<file path="src/rtl/neuron_spike_monitor.sv">
// neuron_spike_monitor: rising-threshold spike detector with spike counter and inter-spike-interval FIFO.
// Latency: spike, spike_count and the new ISI entry appear one cycle after the detecting sample.
// Backpressure: i_isi_ready pops the head; a push into a full FIFO without a same-cycle pop is dropped and sets sticky overflow.
// Option: define SPIKE_MON_REFRACT_EN to suppress detects for REFRACT enabled cycles after each detect.
module neuron_spike_monitor #(
   parameter int FIFO_DEPTH = 4,
   parameter int ISI_W      = 16,
   parameter int REFRACT    = 3
) (
   input  logic             i_clk,
   input  logic             i_rst_n,
   input  logic             i_ena,
   input  logic [7:0]       i_v_in,
   input  logic [7:0]       i_thresh,
   input  logic             i_clr,
   output logic             o_spike,
   output logic [7:0]       o_spike_count,
   output logic [ISI_W-1:0] o_isi_data,
   output logic             o_isi_valid,
   input  logic             i_isi_ready,
   output logic             o_overflow
);

   localparam int               AW      = $clog2(FIFO_DEPTH);
   localparam logic [ISI_W-1:0] ISI_MAX = {ISI_W{1'b1}};
   localparam logic [AW:0]      PTR_ONE = 1;

   // Reject unsupported configurations at elaboration
   if (FIFO_DEPTH < 2 || FIFO_DEPTH > 16 || (FIFO_DEPTH & (FIFO_DEPTH - 1)) != 0 || REFRACT < 1) begin : g_param_check
      $error("neuron_spike_monitor: FIFO_DEPTH must be a power of two in 2..16 and REFRACT >= 1");
   end

   logic                r_prev_above;
   logic [ISI_W-1:0]    r_isi_cnt;
   logic                r_spike;
   logic [7:0]          r_spike_count;
   logic                r_overflow;
   logic [ISI_W-1:0]    r_mem [FIFO_DEPTH];
   logic [AW:0]         r_wr_ptr;
   logic [AW:0]         r_rd_ptr;

   logic                w_above;
   logic                w_refr_ok;
   logic                w_detect;
   logic [ISI_W-1:0]    w_isi_next;
   logic                w_empty;
   logic                w_full;
   logic                w_pop;
   logic                w_push;
   logic                w_drop;

   assign w_above    = $signed(i_v_in) > $signed(i_thresh);
   assign w_detect   = i_ena && w_above && !r_prev_above && w_refr_ok;
   // Saturating increment; also the value pushed on a detect
   assign w_isi_next = (r_isi_cnt == ISI_MAX) ? ISI_MAX : r_isi_cnt + ISI_W'(1);

   // Extra pointer bit distinguishes full from empty when the indices match
   assign w_empty = (r_wr_ptr == r_rd_ptr);
   assign w_full  = (r_wr_ptr[AW] != r_rd_ptr[AW]) && (r_wr_ptr[AW-1:0] == r_rd_ptr[AW-1:0]);
   assign w_pop   = !w_empty && i_isi_ready;
   // A simultaneous pop frees the slot, so a full FIFO still accepts the push
   assign w_push  = w_detect && (!w_full || w_pop);
   assign w_drop  = w_detect && w_full && !w_pop;

`ifdef SPIKE_MON_REFRACT_EN
   localparam int RW = $clog2(REFRACT + 1);
   logic [RW-1:0] r_refract;

   assign w_refr_ok = (r_refract == '0);

   // Lockout counter: loaded on detect, counts down only on enabled cycles
   always_ff @(posedge i_clk or negedge i_rst_n) begin
      if (!i_rst_n) begin
         r_refract <= '0;
      end else if (w_detect) begin
         r_refract <= RW'(REFRACT);
      end else if (i_ena && r_refract != '0) begin
         r_refract <= r_refract - RW'(1);
      end
   end
`else
   assign w_refr_ok = 1'b1;
`endif

   // Crossing history and ISI counter advance only on enabled cycles
   always_ff @(posedge i_clk or negedge i_rst_n) begin
      if (!i_rst_n) begin
         r_prev_above <= 1'b0;
         r_isi_cnt    <= '0;
      end else if (i_ena) begin
         r_prev_above <= w_above;
         r_isi_cnt    <= w_detect ? '0 : w_isi_next;
      end
   end

   // Spike pulse, spike counter and sticky overflow; clear yields to a coincident detect/drop
   always_ff @(posedge i_clk or negedge i_rst_n) begin
      if (!i_rst_n) begin
         r_spike       <= 1'b0;
         r_spike_count <= '0;
         r_overflow    <= 1'b0;
      end else begin
         r_spike <= w_detect;
         if (i_clr) begin
            r_spike_count <= w_detect ? 8'd1 : 8'd0;
            r_overflow    <= w_drop;
         end else begin
            if (w_detect) begin
               r_spike_count <= r_spike_count + 8'd1;
            end
            if (w_drop) begin
               r_overflow <= 1'b1;
            end
         end
      end
   end

   // FIFO pointers wrap naturally through the extra MSB
   always_ff @(posedge i_clk or negedge i_rst_n) begin
      if (!i_rst_n) begin
         r_wr_ptr <= '0;
         r_rd_ptr <= '0;
      end else begin
         if (w_push) begin
            r_wr_ptr <= r_wr_ptr + PTR_ONE;
         end
         if (w_pop) begin
            r_rd_ptr <= r_rd_ptr + PTR_ONE;
         end
      end
   end

   // Storage needs no reset: contents are only observed while valid
   always_ff @(posedge i_clk) begin
      if (w_push) begin
         r_mem[r_wr_ptr[AW-1:0]] <= w_isi_next;
      end
   end

   assign o_spike       = r_spike;
   assign o_spike_count = r_spike_count;
   assign o_overflow    = r_overflow;
   assign o_isi_valid   = !w_empty;
   assign o_isi_data    = r_mem[r_rd_ptr[AW-1:0]];

endmodule

</file>
<file path="config.mk">
export PLATFORM = sky130hd
export DESIGN_NAME = neuron_spike_monitor
export DESIGN_NICKNAME = d
export VERILOG_FILES = /design/src/rtl/neuron_spike_monitor.sv
export SDC_FILE = /design/constraint.sdc
export NUM_CORES = 1
export LEC_CHECK = 0
export ABC_AREA = 1
export CAP_MARGIN = 5
export CORE_UTILIZATION = 45
export CTS_BUF_LIST = sky130_fd_sc_hd__clkbuf_2
export DETAILED_ROUTE_END_ITERATION = 12
export PLACE_DENSITY_LB_ADDON = 0.08
export SLEW_MARGIN = 10
export SYNTH_ARGS = -nofsm -noshare
export SYNTH_HDL_FRONTEND = slang
export SYNTH_SLANG_ARGS = --single-unit
</file>
<file path="constraint.sdc">
create_clock -name i_clk -period 3.05 [get_ports i_clk]
set_input_delay 0.61 -clock i_clk [delete_from_list [all_inputs] [get_ports i_clk]]
set_output_delay 0.61 -clock i_clk [all_outputs]
set_load 0.1 [all_outputs]
</file>
==> metrics.csv <==
metric,value,unit
Peak Freq,0.3520,GHz
Synth Register Bits,97,
worst r2r src,r_isi_cnt[0]$_DFFE_PN0P_,
Cell variety after synth,35,
PwrDens,940.1,nW/µm²
Die Y,104.0,µm
Worst Tran Pin Value,790.5,ps
Post-CTS Setup Inserts,0,
Clock Sinks,97,
GRT overflow,0,
Post-Route WL,9.870,mm
post-cts resize count,0,
Final #Nets,554,
initial antenna violation count,0,
synthesized netlist cell count,464,
Synth area leader,edfxtp_1,
Mapped Nets,500,
crit path from,r_rd_ptr[0]$_DFFE_PN0P_,
"Seq/Total Area, Yosys",0.5864,
"top cells by count, synth","nand2_1, edfxtp_1, nor2_1",
final worst setup slack,209.4,ps
Fin Hold WS,399.2,ps
status,finished clean,
H-tree depth,3,
number of synthesized flops with an enable pin,64,
vias in the first global route,3244,
Crit. End Element,output pin,
Pleak,2.436,nW
Worst EP required,2440,ps
most common cell in the netlist,nand2_1,
DR iter-0 viols,165,
io pins,48,
post-detail-place hpwl,6.984,mm
Worst-path clk slew,280,ps
Layout Skew,35.06,ps
min-delay worst type,in -> async,
layout cells sized above 1,0.1816,
critical path class,reg -> out,
RSZ-0062 raised after global routing,no,
DRC Markers,0,
Clock Root Buffer,clkbuf_2,
Netlist Area Pre-Place,4686,µm²
first-pass GRT wire length,16.15,mm
minimum clock period,2841,ps
Rows,36,
final core utilization,0.5716,
MaxCap Viol Count,0,
Syn-to-layout area delta,21.44,%
Rel. slew slack,0.4674,
Initial Utilization,0.4707,
crit share post-route,0.9314,
Main synth FF type,edfxtp_1,
"antenna viol nets, final",0,
Routability Congestion,0.8526,
WL/cell,15.05,µm
fin. max-slew vios,0,
CTS Buf Count,9,
cts hold-fix bufs,0,
Worst-Skew Late Latency,570,ps
Die Area,10820,µm²
Final Hold Violating Endpoints,0,
setup TNS,0,ps
flop2flop setup slack,1040,ps
Die W,104.0,µm
Pre-antenna DRT Iters,4,
Post-Syn Area per Cell,10.10,µm²
worst vdd ir,0.0005178,V
crit path DAT,2230,ps
asr flop ratio synth,0.3402,
CTS tree,yes,
largest net degree at the start of global routing,35,
YS warnings,0,
Vias/cell,5.175,
I/O Buffers,47,
Worst Path Max Fanout,16,
total track usage,0.1912,
Max Root-Sink Buffers,2,
worst slack at placement,45.48,ps
Core Region,9955,µm²
final setup fails,0,
Synth top area share,0.4101,
via count,3395,
Setup crit start kind,flip-flop,
Synth area leaders,"edfxtp_1, dfrtp_1, nand2_1",
fill count,857,
ant diodes,0,
path summary, 6_finish.rpt:
kind | end | depth (start not counted)
max | o_isi_data[4] | 5
min | o_spike_count[2]$_DFFE_PN0P_ | 2
max reg2reg | r_isi_cnt[10]$_DFFE_PN0P_ | 9
min reg2reg | r_rd_ptr[2]$_DFFE_PN0P_ | 1
max in group asynchronous | o_spike_count[6]$_DFFE_PN0P_ | 2
min in group i_clk | r_rd_ptr[2]$_DFFE_PN0P_ | 1
logic make-up after synthesis:
logic type      count (synthesis)  share of synthesized area
buf+inv                        54                    0.04753
compound gates                 60                    0.06996
simple gates                  224                     0.2299
fa+ha+maj                      15                    0.04005
flops                          97                     0.5864
xor+xnor                       14                    0.02617
registers in the layout (all words and copies together) (netlist names):
name	flops
r_mem	64
r_isi_cnt	16
o_spike_count	8
r_rd_ptr	3
r_wr_ptr	3
o_overflow	1
o_spike	1
r_prev_above	1
through the flow:
stage | total power, W | cells | area [µm²]
3_5_place_dp | 0.004786 | 640 | 5575
5_1_grt | 0.005580 | 656 | 5690
2_1_floorplan | 0.003717 | 464 | 4742
6_report | 0.005350 | 656 | 5690
3_3_place_gp | 0.004753 | 640 | 5575
4_1_cts | 0.005388 | 656 | 5690
layout make-up:
cell class,instances,area [µm²],share of cell area
Inverter,37,138.9,0.02441
Multi-Input combinational cell,313,1772,0.3113
Clock buffer,9,45.04,0.007916
Tap cell,133,166.4,0.02924
Sequential cell,97,2748,0.4829
Clock inverter,7,70.07,0.01231
Timing Repair Buffer,60,750.7,0.1319
critical path, cell delays in order (launching register included):
cell	delay, ps
dfrtp_1	440
inv_1	380
buf_4	290
o21ai_0	100
o22ai_1	250
buf_12	220
power by group:
part	internal [W]	switching, W	leakage (nW)
Sequential	0.00157	0.0000914	1.05
Clock	0.000132	0.000476	0.0682
Combinational	0.00100	0.00208	1.32
cells in the final DEF (no fill, tap or decap):
master | synthesis | layout
buf_4 | 3 | 20
nor2_1 | 51 | 51
nand3b_1 | 1 | 1
or2_1 | 1 | 1
inv_2 | 4 | 4
o21ai_0 | 35 | 35
nor3_4 | 2 | 2
xor2_1 | 11 | 11
nor3_1 | 7 | 7
nand3_1 | 37 | 37
clkinv_8 | 0 | 1
nor2_4 | 1 | 1
nor3b_1 | 2 | 2
clkbuf_2 | 0 | 9
nand4_4 | 1 | 1
nand2_2 | 9 | 9
dfrtp_1 | 33 | 33
xnor2_1 | 3 | 3
a21oi_1 | 6 | 6
nand2_1 | 92 | 92
inv_8 | 0 | 1
o22ai_1 | 17 | 8
clkinv_1 | 1 | 1
nand3_2 | 6 | 6
ha_1 | 15 | 15
a21o_1 | 1 | 1
clkinv_4 | 0 | 1
inv_1 | 32 | 32
or2_0 | 1 | 1
nor3_2 | 3 | 3
nand3_4 | 1 | 1
nand4_1 | 7 | 7
edfxtp_1 | 64 | 64
a31o_2 | 1 | 1
clkinvlp_4 | 0 | 1
buf_12 | 0 | 20
inv_6 | 0 | 3
or2_2 | 2 | 2
clkdlybuf4s50_1 | 0 | 20
o22ai_2 | 0 | 9
routing by layer:
metal | wire [µm] | GRT usage | up-vias | share of wire
li1 | - | - | 1694 | -
met1 | 5041 | 0.2838 | 1628 | 0.51
met2 | 4395 | 0.2900 | 63 | 0.45
met3 | 322 | 0.02318 | 10 | 0.033
met4 | 111 | 0.06531 | 0 | 0.011
met5 | 0 | 0 | - | 0
Power figures use the tool's default switching activity.
